--- config.mk ---
export PLATFORM = sky130hd
export DESIGN_NAME = ccff_chain_loader
export DESIGN_NICKNAME = d
export VERILOG_FILES = /design/src/rtl/ccff_chain_loader.sv
export SDC_FILE = /design/constraint.sdc
export NUM_CORES = 1
export LEC_CHECK = 0
export CAP_MARGIN = 20
export CORE_ASPECT_RATIO = 1.4
export CORE_MARGIN = 5
export CORE_UTILIZATION = 40
export CTS_CLUSTER_SIZE = 28
export DETAILED_ROUTE_END_ITERATION = 10
export GPL_TIMING_DRIVEN = 0
export RECOVER_POWER = 25
export SYNTH_ARGS = -nofsm -noshare
export SYNTH_HDL_FRONTEND = slang
export SYNTH_SLANG_ARGS = --single-unit
export TNS_END_PERCENT = 30
--- constraint.sdc ---
create_clock -name prog_clk -period 2.1 [get_ports prog_clk]
set_input_delay 0.21 -clock prog_clk [delete_from_list [all_inputs] [get_ports prog_clk]]
set_output_delay 0.21 -clock prog_clk [all_outputs]
set_load 0.01 [all_outputs]
--- src/rtl/ccff_chain_loader.sv ---
// rtl/ccff_chain_loader.sv - serial loader/verifier for the fabric configuration flip-flop chain
module ccff_chain_loader #(
    parameter int CHAIN_LEN = 1024,
    parameter int WORD_W    = 8,
    parameter int CNT_W     = 16
) (
    input  logic              prog_clk,
    input  logic              prog_reset,
    input  logic              start,
    input  logic              verify_en,
    input  logic [WORD_W-1:0] s_data,
    input  logic              s_valid,
    output logic              s_ready,
    output logic              ccff_head,
    input  logic              ccff_tail,
    output logic              ccff_clk_en,
    output logic              isol_n,
    output logic              busy,
    output logic              done,
    output logic              error
);

    localparam int SUB_W = $clog2(WORD_W + 1);

    typedef enum logic [1:0] {
        ST_IDLE  = 2'd0,
        ST_FETCH = 2'd1,
        ST_SHIFT = 2'd2,
        ST_FIN   = 2'd3
    } state_t;

    state_t            state_q, state_d;
    logic [WORD_W-1:0] shreg_q, shreg_d;
    logic [CNT_W-1:0]  bit_cnt_q, bit_cnt_d;
    logic [SUB_W-1:0]  sub_cnt_q, sub_cnt_d;
    logic              pass_q, pass_d;
    logic              ver_q, ver_d;
    logic              head_q, head_d;
    logic              clk_en_q, clk_en_d;
    logic              cmp_q, cmp_d;
    logic              isol_q, isol_d;
    logic              err_q, err_d;
    logic              mismatch;

    // The chain captures head on the edge that ends a clk_en cycle; in the verify
    // pass the bit leaving the tail on that same edge must equal the bit entering.
    assign mismatch = clk_en_q & cmp_q & (ccff_tail ^ head_q);

    assign s_ready     = (state_q == ST_FETCH);
    assign busy        = (state_q == ST_FETCH) || (state_q == ST_SHIFT);
    assign done        = (state_q == ST_FIN);
    assign ccff_head   = head_q;
    assign ccff_clk_en = clk_en_q;
    assign isol_n      = isol_q;
    assign error       = err_q;

    // State and datapath registers; head/clk_en are flops so the clock gate sees clean edges
    always_ff @(posedge prog_clk or posedge prog_reset) begin
        if (prog_reset) begin
            state_q   <= ST_IDLE;
            shreg_q   <= '0;
            bit_cnt_q <= '0;
            sub_cnt_q <= '0;
            pass_q    <= 1'b0;
            ver_q     <= 1'b0;
            head_q    <= 1'b0;
            clk_en_q  <= 1'b0;
            cmp_q     <= 1'b0;
            isol_q    <= 1'b0;
            err_q     <= 1'b0;
        end else begin
            state_q   <= state_d;
            shreg_q   <= shreg_d;
            bit_cnt_q <= bit_cnt_d;
            sub_cnt_q <= sub_cnt_d;
            pass_q    <= pass_d;
            ver_q     <= ver_d;
            head_q    <= head_d;
            clk_en_q  <= clk_en_d;
            cmp_q     <= cmp_d;
            isol_q    <= isol_d;
            err_q     <= err_d;
        end
    end

    // Next-state logic: one shift cycle per chain bit, one fetch cycle per word
    always_comb begin
        state_d   = state_q;
        shreg_d   = shreg_q;
        bit_cnt_d = bit_cnt_q;
        sub_cnt_d = sub_cnt_q;
        pass_d    = pass_q;
        ver_d     = ver_q;
        head_d    = head_q;
        clk_en_d  = 1'b0;
        cmp_d     = 1'b0;
        isol_d    = isol_q;
        err_d     = err_q | mismatch;
        case (state_q)
            ST_IDLE: begin
                if (start) begin
                    state_d   = ST_FETCH;
                    pass_d    = 1'b0;
                    bit_cnt_d = '0;
                    err_d     = 1'b0;
                    isol_d    = 1'b0;
                    ver_d     = verify_en;
                end
            end
            ST_FETCH: begin
                if (s_valid) begin
                    shreg_d   = s_data;
                    sub_cnt_d = '0;
                    state_d   = ST_SHIFT;
                end
            end
            ST_SHIFT: begin
                head_d    = shreg_q[0];
                clk_en_d  = 1'b1;
                cmp_d     = pass_q;
                shreg_d   = shreg_q >> 1;
                sub_cnt_d = sub_cnt_q + 1'b1;
                bit_cnt_d = bit_cnt_q + 1'b1;
                if (bit_cnt_q == CNT_W'(CHAIN_LEN - 1)) begin
                    // Upper bits of a partial last word are simply never shifted
                    if (!pass_q && ver_q) begin
                        pass_d    = 1'b1;
                        bit_cnt_d = '0;
                        state_d   = ST_FETCH;
                    end else begin
                        state_d = ST_FIN;
                    end
                end else if (sub_cnt_q == SUB_W'(WORD_W - 1)) begin
                    state_d = ST_FETCH;
                end
            end
            ST_FIN: begin
                // Last chain pulse is compared on this edge, so fold it in directly
                isol_d  = ~(err_q | mismatch);
                state_d = ST_IDLE;
            end
            default: state_d = ST_IDLE;
        endcase
    end

endmodule
==> results.sh <==
export IMPL_cp_end_kind="register"
export IMPL_yosys_top_cells_area="dfrtp_1 (46%), nor2_1 (4.1%), ha_1 (3.7%)"
export IMPL_pin_count=21
export IMPL_use_met3_pct=3.00
export IMPL_drc=0
export IMPL_layout_nets=253
export IMPL_drt_pre_antenna_iters=4
export IMPL_comb_power_share_pct=46.1
export IMPL_fmax_mhz=485
export IMPL_slew_headroom_pct=3.85
export IMPL_initial_core_util_pct=41.4
export IMPL_wl_per_cell_um=14.3
export IMPL_clkPwrFrac_pct=19.0
export IMPL_final_core_util_pct=49.9
export IMPL_intPower_mw=1.80
export IMPL_clk_pin_slew_ps=70
export IMPL_syn_area_um2=2000
export IMPL_path_max_fanout=10
export IMPL_final_layout_size_suffix_gt1_share_pct=14.5
export IMPL_wirelength_um=4260
export IMPL_dp_hpwl_um=3020
export IMPL_start_kind="register"
export IMPL_synth_seq_area_share_pct=46.2
export IMPL_portBuffers=20
export IMPL_cts_tree="built"
export IMPL_top_usage_layer="met2"
export IMPL_htreeDepth=2
export IMPL_cts_buffers=5
export IMPL_synthCells=204
export IMPL_postSynth_asyncResetShare_pct=100
export IMPL_power_frac_seq_pct=34.8
export IMPL_antenna_found_initial=0
export IMPL_ir_worst_vdd_mv=0.579
export IMPL_synth_common_cells="dfrtp_1 (37), nor2_1 (22), o21ai_0 (14)"
export IMPL_viasPerCell=5.47
export IMPL_rsz0062_at_grt="yes"
export IMPL_grt_start_max_net_pins=38
export IMPL_p_leak_nw=0.983
export IMPL_p_switching_mw=1.09
export IMPL_worstPathRequired_ps=2270
export IMPL_fin_crit_sh_pct=98.3
export IMPL_fin_setup_tns_ps=0
export IMPL_drt_initial_drc_count=60
export IMPL_fp_row_count=30
export IMPL_clock_sinks=37
export IMPL_area_growth_pct=20.7
export IMPL_grt_pass1_vias=1596
export IMPL_synth_top_cell_by_area="dfrtp_1"
export IMPL_syn_num_nets=224
export IMPL_swShare_pct=37.7
export IMPL_die_h_um=93.7
export IMPL_die_area_um2=6540
export IMPL_grtUsageMet2_pct=25.9
export IMPL_synth_top_cell_area_share_pct=46.2
export IMPL_place_congestion=0.786
export IMPL_die_w_um=69.8
export IMPL_worstMarginPinSlew_ps=1440
export IMPL_cts_buffer_depth=2
export IMPL_grt_usage_pct=14.1
export IMPL_synth_most_common_cell="dfrtp_1"
export IMPL_setup_viol=0
export IMPL_synth_edf_count=0
export IMPL_synth_main_ff_cell="dfrtp_1"
export IMPL_min_path_type="reg -> reg"
export IMPL_diodes=0
export IMPL_hold_violations=0
export IMPL_grt_ovfl_total=0
export IMPL_grt_pass1_wl_um=7460
export IMPL_ys_warn_count=0
export IMPL_cp_arrival_ps=2230
export IMPL_finalNonFillerCells=298
export IMPL_drv_cap=0
export IMPL_status="finished clean"
export IMPL_yosysUniqueCellTypes=47
export IMPL_powerDensity_nw_per_um2=1200
export IMPL_slew_violations=0
export IMPL_ant_nets=0
export IMPL_criticalPathCategory="reg -> reg"
export IMPL_avgSynthCellArea_um2=9.82
export IMPL_synth_seq_cells=37
export IMPL_dp_cells=288
export IMPL_p_total_mw=2.89
export IMPL_vias=1630
export IMPL_fin_skew_ps=9.13
export IMPL_root_buffer="clkbuf_8"
export IMPL_worstSkewPairLatency_ps=290
export IMPL_min_period_ps=2060
export IMPL_coreArea_um2=4840
export IMPL_whs_ps=510
export IMPL_use_met1_pct=15.6
## final cells by class
| class | count | area, µm² |
|---|---|---|
| fillers | 448 | 2420 |
| multi-input cells | 149 | 1000 |
| flip-flops and latches | 37 | 926 |
| repair buffers | 22 | 215 |
| clock buffers | 7 | 96.3 |
| well taps | 64 | 80.1 |
| plain buffers | 9 | 60.1 |
| inverters | 9 | 33.8 |
| clock inverters | 1 | 5.00 |
## state kept, by name, indices dropped and copies added, names as in the netlist
register,cells
state_q,2
pass_q,1
cmp_q,1
isol_n,1
ccff_clk_en,1
sub_cnt_q,4
ver_q,1
shreg_q,8
ccff_head,1
error,1
bit_cnt_q,16
## worst paths after layout
kind	start	end	slack, ps	cells past startpoint
min	shreg_q[0]$_DFFE_PP0P_	ccff_head$_DFFE_PP0P_	510	1
min reg2reg	shreg_q[0]$_DFFE_PP0P_	ccff_head$_DFFE_PP0P_	510	1
max	bit_cnt_q[12]$_DFFE_PP0P_	bit_cnt_q[12]$_DFFE_PP0P_	40	6
max reg2reg	bit_cnt_q[12]$_DFFE_PP0P_	bit_cnt_q[12]$_DFFE_PP0P_	40	6
min in group asynchronous	prog_reset	bit_cnt_q[9]$_DFFE_PP0P_	780	2
max in group asynchronous	prog_reset	ver_q$_DFFE_PP0P_	470	2
## cell usage in the layout (no fill, tap or decap), types with 4 or more instances in the layout
cell type        synthesis  layout
or3_1                    4       4
nand4_1                  6       6
nand2b_1                 4       4
inv_1                    9       8
nand2_1                 11      11
xnor2_1                  5       5
ha_1                     6       4
dfrtp_1                 37      37
and3_1                   5       5
o22ai_1                  4       4
nor2_1                  22      22
o21ai_0                 14      14
or4_1                    5       5
a21oi_1                 12      12
nand3_1                  4       4
clkbuf_8                 0       7
clkdlybuf4s50_1          0      19
## kinds of logic (layout without fill, tap and decap cells)
family	after synthesis	in the layout	share of synthesized area (%)
buffers and inverters	18	48	4.56
DFF	37	37	46.2
muxes	6	6	3.81
and+or+nand+nor	77	77	20.7
adders and majority gates	6	6	3.75
AOI/OAI and AO/OA	52	52	17.5
xor gates and xnor gates	8	8	3.50
## timing repair
| item | CTS | global route |
|---|---|---|
| resized for setup | 3 | 7 |
| buffers inserted | 2 | 0 |
| hold buffers | 0 | 0 |
| endpoints found under the setup margin | 13 | 17 |
| pin swaps | 1 | 2 |
## through the flow
| step | worst slack, ps | cell area (µm²) |
|---|---|---|
| floorplan | 3.33 | 2000 |
| detailed placement | -167 | 2280 |
| global route | -49.1 | 2420 |
| global placement | -140 | 2280 |
| finish | 36.4 | 2420 |
| CTS | 2.75 | 2400 |
## power by group through the flow
stage / sequential [mW] / combinational [mW] / clock (mW)
5_1_grt: 1.03 / 1.49 / 0.599
3_3_place_gp: 1.03 / 1.27 / 0
3_5_place_dp: 1.04 / 1.27 / 0
2_1_floorplan: 1.01 / 0.905 / 0
4_1_cts: 1.01 / 1.32 / 0.566
6_report: 1.01 / 1.33 / 0.551
## routing by layer
| layer | share of wire [%] | vias up | wire length [µm] |
|---|---|---|---|
| met1 | 41 | 796 | 1740 |
| li1 | - | 804 | - |
| met4 | 2.1 | 0 | 89 |
| met5 | 0 | - | 0 |
| met2 | 54 | 22 | 2300 |
| met3 | 2.9 | 8 | 122 |
## worst max-delay path: stages (launching register included)
cell     delay, ps
dfrtp_1        430
or4_1          540
or4_1          400
buf_2          190
o22ai_4        170
buf_6          170
a21oi_1         50
Note: power is estimated with default switching activity, not from simulation.
